[config.mk]
export PLATFORM = sky130hd
export DESIGN_NAME = ad9122_regfile
export DESIGN_NICKNAME = d
export VERILOG_FILES = /design/src/rtl/ad9122_spi_pkg.sv /design/src/rtl/ad9122_regfile.sv
export SDC_FILE = /design/constraint.sdc
export NUM_CORES = 2
export LEC_CHECK = 0
export ABC_AREA = 0
export CAP_MARGIN = 20
export CORE_MARGIN = 5
export CORE_UTILIZATION = 57
export DETAILED_ROUTE_END_ITERATION = 10
export GPL_ROUTABILITY_DRIVEN = 0
export PLACE_DENSITY_LB_ADDON = 0.08
export SYNTH_ARGS = -nofsm -noshare
export SYNTH_HDL_FRONTEND = slang
export SYNTH_SLANG_ARGS = --single-unit
[constraint.sdc]
create_clock -name clk -period 7.85 [get_ports clk]
set_input_delay 1.57 -clock clk [delete_from_list [all_inputs] [get_ports clk]]
set_output_delay 1.57 -clock clk [all_outputs]
set_load 0.02 [all_outputs]
[src/rtl/ad9122_spi_pkg.sv]
// Shared constants, reset defaults and small helpers for the AD9122 SPI responder model.
package ad9122_spi_pkg;

  localparam int WORD_W   = 16;
  localparam int ADDR_W   = 7;
  localparam int DATA_W   = 8;
  localparam int NUM_REGS = 128;

  localparam logic [3:0] RW_BIT    = 4'd0;
  localparam logic [3:0] ADDR_LAST = 4'd7;
  localparam logic [3:0] DATA_LAST = 4'd15;

  // Power-on contents; 0x1F mirrors the chip ID so a raw array dump is consistent.
  localparam logic [DATA_W-1:0] REG_DEFAULTS [0:NUM_REGS-1] = '{
    7'h01:   8'h40,
    7'h03:   8'h02,
    7'h12:   8'h5A,
    7'h1F:   8'h08,
    7'h20:   8'hC3,
    7'h7F:   8'h81,
    default: 8'h00
  };

  typedef struct packed {
    logic [ADDR_W-1:0] addr;
    logic [DATA_W-1:0] data;
  } wr_rec_t;

  // Serial read byte bit presented while bit_cnt sits at cnt (8 -> D7 ... 15 -> D0).
  function automatic logic [2:0] rd_bit_sel(input logic [3:0] cnt);
    return 3'(DATA_LAST - cnt);
  endfunction

endpackage

[src/rtl/ad9122_regfile.sv]
// 128x8 register file with one write port, serial and debug read ports and default reload.
module ad9122_regfile
  import ad9122_spi_pkg::*;
#(
  parameter logic [7:0] CHIP_ID      = 8'h08,
  parameter logic [6:0] CHIP_ID_ADDR = 7'h1F,
  parameter int         SOFT_RST_BIT = 5
) (
  input  logic                clk,
  input  logic                rst_n,
  input  logic                reload,
  input  logic                we,
  input  logic [ADDR_W-1:0]   waddr,
  input  logic [DATA_W-1:0]   wdata,
  input  logic [ADDR_W-1:0]   ser_addr,
  output logic [DATA_W-1:0]   ser_data,
  input  logic [ADDR_W-1:0]   dbg_addr,
  output logic [DATA_W-1:0]   dbg_data
);

  localparam logic [DATA_W-1:0] SRST_MASK = 8'(8'd1 << SOFT_RST_BIT);

  logic [DATA_W-1:0] mem_r [0:NUM_REGS-1];

  // Storage: defaults on reset, defaults with the soft-reset bit cleared on reload, else writes.
  always_ff @(posedge clk or negedge rst_n) begin
    if (!rst_n) begin
      for (int i = 0; i < NUM_REGS; i++) begin
        mem_r[i] <= REG_DEFAULTS[i];
      end
    end else if (reload) begin
      mem_r[0] <= REG_DEFAULTS[0] & ~SRST_MASK;
      for (int i = 1; i < NUM_REGS; i++) begin
        mem_r[i] <= REG_DEFAULTS[i];
      end
    end else if (we) begin
      mem_r[waddr] <= wdata;
    end
  end

  // Read ports; the chip-ID location is hard-wired regardless of array contents.
  always_comb begin
    ser_data = mem_r[ser_addr];
    dbg_data = mem_r[dbg_addr];
    if (ser_addr == CHIP_ID_ADDR) begin
      ser_data = CHIP_ID;
    end else begin
      ser_data = mem_r[ser_addr];
    end
    if (dbg_addr == CHIP_ID_ADDR) begin
      dbg_data = CHIP_ID;
    end else begin
      dbg_data = mem_r[dbg_addr];
    end
  end

endmodule

==> flow_summary.html <==
<table>
<tr><th>Metric</th><th>Value</th></tr>
<tr><th colspan="2">Status</th></tr>
<tr><td>Result of the run</td><td>completed</td></tr>
<tr><th colspan="2">STA</th></tr>
<tr><td>Min cycle time layout</td><td>7.66 ns</td></tr>
<tr><td>Achievable frequency</td><td>0.130 GHz</td></tr>
<tr><td>Setup Total Neg Slack</td><td>0 ns</td></tr>
<tr><td>Final setup violation count</td><td>0</td></tr>
<tr><td>Number of slew-limit violations in the final report</td><td>0</td></tr>
<tr><td>RSZ-0062 raised after global routing</td><td>false</td></tr>
<tr><td>Max-slew headroom at the worst pin</td><td>0.117</td></tr>
<tr><td>Actual slew at the worst max-slew pin</td><td>1.31 ns</td></tr>
<tr><td>Share of the clock period used by the worst path</td><td>0.976</td></tr>
<tr><td>Worst clock skew on the final layout</td><td>0 ns</td></tr>
<tr><td>Count of endpoints failing hold in the final timing report</td><td>0</td></tr>
<tr><th colspan="2">Worst setup path</th></tr>
<tr><td>Worst EP arrival</td><td>6.09 ns</td></tr>
<tr><td>Worst-case register-to-register setup slack</td><td>6.97 ns</td></tr>
<tr><td>Family with the most delay on the worst path</td><td>buffers and inverters</td></tr>
<tr><td>Nature of the critical path endpoint</td><td>primary output</td></tr>
<tr><td>CP required</td><td>6.28 ns</td></tr>
<tr><td>Maximum cell stage delay along the critical path</td><td>1.04 ns</td></tr>
<tr><td>Sort of element at the start of the critical path</td><td>input pin</td></tr>
<tr><td>Cell Chain, Critical Path</td><td>buf_8 -&gt; buf_4 -&gt; buf_4 -&gt; mux4_2 -&gt; a22oi_1 -&gt; a21oi_1 -&gt; o21ai_0 -&gt; buf_4 -&gt; nand3_1 -&gt; and3_1 -&gt; clkdlybuf4s50_1</td></tr>
<tr><td>CP Max Fanout</td><td>52</td></tr>
<tr><td>Slowest stage cell on the critical path</td><td>sky130_fd_sc_hd__o21ai_0</td></tr>
<tr><td>Depth of the worst register-to-register path</td><td>2</td></tr>
<tr><td>Worst r2r src</td><td>mem_r[0]$_DFFE_PN1P_</td></tr>
<tr><td>Worst path most repeated cell</td><td>sky130_fd_sc_hd__buf_4</td></tr>
<tr><td>CP Class</td><td>input pin to primary output</td></tr>
<tr><td>Total buffers and inverters traversed by the critical path</td><td>5</td></tr>
<tr><td>FF-to-FF End</td><td>mem_r[0]$_DFFE_PN1P_</td></tr>
<tr><th colspan="2">Floorplan</th></tr>
<tr><td>Die Height</td><td>332 um</td></tr>
<tr><td>Io pins</td><td>49</td></tr>
<tr><td>Initial standard-cell utilization of the core</td><td>0.573</td></tr>
<tr><td>Total Die Area</td><td>0.111 mm^2</td></tr>
<tr><td>Die X-Extent</td><td>332 um</td></tr>
<tr><td>Std-Cell Rows</td><td>118</td></tr>
<tr><td>Core box area</td><td>0.103 mm^2</td></tr>
<tr><th colspan="2">Pwr</th></tr>
<tr><td>Worst IR drop on VDD</td><td>204 uV</td></tr>
<tr><td>Leakage Power</td><td>24.9 nW</td></tr>
<tr><td>Areal power density over the cells</td><td>186 mW/mm^2</td></tr>
<tr><td>Final total power</td><td>12.0 mW</td></tr>
<tr><th colspan="2">Logic synthesis</th></tr>
<tr><td>Count of flip-flops with a built-in enable after synthesis</td><td>0</td></tr>
<tr><td>Most frequent cell after synthesis</td><td>sky130_fd_sc_hd__nand2_1</td></tr>
<tr><td>Syn avg cell area</td><td>9.67 um^2</td></tr>
<tr><td>Total of warnings raised by yosys</td><td>0</td></tr>
<tr><td>Syn nets</td><td>6,162</td></tr>
<tr><td>Post-synth top area share</td><td>0.427</td></tr>
<tr><td>Leading cell types by total area after synthesis</td><td>sky130_fd_sc_hd__dfrtp_1 (43%), sky130_fd_sc_hd__mux4_2 (17%), sky130_fd_sc_hd__a21oi_1 (8.9%)</td></tr>
<tr><td>Post-synthesis instance area</td><td>0.0593 mm^2</td></tr>
<tr><td>Ranking of synthesized cells by instance count</td><td>sky130_fd_sc_hd__nand2_1 (1,326), sky130_fd_sc_hd__a21oi_1 (1,058), sky130_fd_sc_hd__dfrtp_1 (1,011)</td></tr>
<tr><td>Multiplexer area fraction after synthesis</td><td>0.223</td></tr>
<tr><td>Arithmetic-cell share of the synthesized area counting full adders, half adders and majority gates</td><td>0</td></tr>
<tr><td>Post-synthesis share of cell area spent on and, or, nand and nor gates</td><td>0.149</td></tr>
<tr><td>FF+latch count, synth</td><td>1,024</td></tr>
<tr><td>Cell count after synthesis</td><td>6,129</td></tr>
<tr><td>Cell type contributing the most total cell area after synthesis</td><td>sky130_fd_sc_hd__dfrtp_1</td></tr>
<tr><td>Fraction of registers with async set/reset</td><td>1.00</td></tr>
<tr><td>Post-synthesis share of cell area spent on xor and xnor gates</td><td>0</td></tr>
<tr><td>Synthesized-area fraction occupied by ao, oa, aoi and oai cells</td><td>0.149</td></tr>
<tr><td>Number of library cell types mapped by synthesis</td><td>60</td></tr>
<tr><td>Proportion of synthesized chip area in sequential cells</td><td>0.433</td></tr>
<tr><td>Most instantiated flip-flop cell in the synthesis netlist</td><td>sky130_fd_sc_hd__dfrtp_1</td></tr>
<tr><td>Main combinational cell family by area after synthesis</td><td>multiplexers</td></tr>
<tr><th colspan="2">Clock tree</th></tr>
<tr><td>Root buffer cell</td><td>sky130_fd_sc_hd__clkbuf_16</td></tr>
<tr><td>Bufs on Longest Clock Path</td><td>3</td></tr>
<tr><td>Total clock sinks</td><td>1,024</td></tr>
<tr><td>Postcts setup bufs</td><td>0</td></tr>
<tr><td>H-Tree Level Count</td><td>3</td></tr>
<tr><td>Hold-fix buffers at CTS</td><td>0</td></tr>
<tr><td>Total of cells resized after clock tree synthesis</td><td>0</td></tr>
<tr><td>Number of buffers added by the clock tree synthesis step</td><td>111</td></tr>
<tr><td>Clock transition at the register clock pins on the worst setup and hold paths after CTS</td><td>0.06 ns</td></tr>
<tr><td>Clock tree from TritonCTS</td><td>built</td></tr>
<tr><td>Source-to-sink clock delay at the later pin of the worst-skew pair</td><td>0.72 ns</td></tr>
<tr><th colspan="2">Routing</th></tr>
<tr><td>Antenna viol nets, final</td><td>0</td></tr>
<tr><td>Via density</td><td>7.13</td></tr>
<tr><td>Number of DRC violations after detailed-routing iteration 0</td><td>7,934</td></tr>
<tr><td>Number of detailed-route iterations in the first pass</td><td>8</td></tr>
<tr><td>Routed len/inst</td><td>30.4 um</td></tr>
<tr><td>Vias after detailed routing</td><td>52,400</td></tr>
<tr><td>Total wirelength of the detailed-routed design</td><td>223,000 um</td></tr>
<tr><td>Drt drc</td><td>0</td></tr>
<tr><th colspan="2">Final layout</th></tr>
<tr><td>Registers with the most flip-flops</td><td>mem_r (1024)</td></tr>
<tr><td>Total of fill cells in the finished design</td><td>8,640</td></tr>
<tr><td>Signed area change from the synthesized netlist to the final layout</td><td>8.91%</td></tr>
<tr><td>Share of post-route cells with drive strength above 1</td><td>0.159</td></tr>
<tr><td>Final nets</td><td>5,894</td></tr>
<tr><td>Reg with most FFs</td><td>mem_r</td></tr>
<tr><td>Number of flip-flops under the largest register name</td><td>1,024</td></tr>
<tr><th colspan="2">Min path</th></tr>
<tr><td>Class of the worst hold path</td><td>register to register</td></tr>
<tr><td>Number of cells traversed by the worst hold path</td><td>2</td></tr>
<tr><td>Worst hold path endpoint</td><td>mem_r[873]$_DFFE_PN1P_</td></tr>
<tr><td>Launch instance of the worst min-delay path</td><td>mem_r[873]$_DFFE_PN1P_</td></tr>
<tr><th colspan="2">GRT</th></tr>
<tr><td>Met3 GRT Util</td><td>0.120</td></tr>
<tr><td>Initial antenna violation count</td><td>7</td></tr>
<tr><td>Met2 GRT Util</td><td>0.578</td></tr>
<tr><td>Wire length of the first global-routing pass</td><td>335,000 um</td></tr>
<tr><td>Met1 capacity usage during global routing</td><td>0.538</td></tr>
<tr><td>Vias in the first global route</td><td>51,000</td></tr>
<tr><td>Maximum number of pins on one net before global-route repair</td><td>227</td></tr>
<tr><td>Global-route usage over all layers</td><td>0.396</td></tr>
<tr><td>Most crowded layer after global routing</td><td>met2</td></tr>
<tr><td>Grt total ovfl</td><td>0</td></tr>
<tr><th colspan="2">Placed design</th></tr>
<tr><td>PortBufs</td><td>48</td></tr>
<tr><td>HPWL reported at the end of detailed placement</td><td>140,000 um</td></tr>
<tr><th colspan="2">Run</th></tr>
<tr><td>Count of maximum capacitance violations</td><td>0</td></tr>
</table>
## placed cells by master (no fill, tap or decap), drive strengths merged, types with 74 or more instances in the layout
| cell type | instances |
|---|---|
| mux4 | 448 |
| nand3 | 499 |
| mux2 | 74 |
| clkbuf | 176 |
| nor2 | 149 |
| a21oi | 1058 |
| a22oi | 86 |
| dfrtp | 1011 |
| o21ai | 363 |
| mux2i | 227 |
| buf | 201 |
| nand2 | 1326 |
## how the worst max path moves through the flow
| stage | startpoint | endpoint | depth (start not counted) |
|---|---|---|---|
| 6_report | dbg_addr[0] | dbg_data[5] | 11 |
| 5_1_grt | ser_addr[0] | ser_data[2] | 11 |
| 4_1_cts | ser_addr[0] | ser_data[4] | 11 |
| 3_5_place_dp | ser_addr[0] | ser_data[4] | 11 |
| 3_3_place_gp | ser_addr[0] | ser_data[4] | 11 |
| 2_1_floorplan | ser_addr[1] | ser_data[6] | 10 |
## power by group
part / switching, mW / total, mW / leakage [nW] / internal [mW]
combinational: 0.846 / 1.12 / 8.73 / 0.279
sequential: 0.00972 / 5.30 / 14.3 / 5.29
clock: 2.28 / 5.60 / 1.89 / 3.31
total: 3.14 / 12.0 / 24.9 / 8.88
## layout make-up
class                           count  area, um^2  area share
Sequential cell                  1024       25600       0.397
Multi-Input combinational cell   4482       31000       0.481
Clock inverter                     31         467     0.00723
Tap cell                         1380        1730      0.0268
Timing Repair Buffer              233        2280      0.0353
Antenna cell                        6        15.0    0.000233
Inverter                            9        35.0    0.000543
Clock buffer                      175        3360      0.0521
## tightest hold or removal path: stages (launching register included)
cell                       delay [ns]
sky130_fd_sc_hd__dfstp_2         0.37
sky130_fd_sc_hd__nand2_1         0.05
sky130_fd_sc_hd__nand3b_1        0.06
## per-stage QoR
stage               cells  instance area [um^2]  hold slack (ns)  worst slack, ns  utilization
floorplan            6129                 59300            0.468             2.73            -
global placement     7121                 60600            0.478            0.421        0.587
detailed placement   7124                 60600            0.485            0.430        0.587
CTS                  7330                 64500            0.495            0.419        0.624
global route         7334                 64500            0.515            0.170        0.624
finish               7340                 64500            0.494            0.186        0.625
## cells by family after synthesis
group,count (synthesis)
multiplexers,749
buffers and inverters,623
flip-flops,1024
AND/OR/NAND/NOR,2088
AO/OA/AOI/OAI,1645
## per-layer routing
metal  routed length, um  vias to the layer above
met1               81700                    26300
li1                    -                    21700
met5                 207                        -
met3               28600                      737
met4               14800                        8
met2               98200                     3649
(Power assumes the default switching activity.)
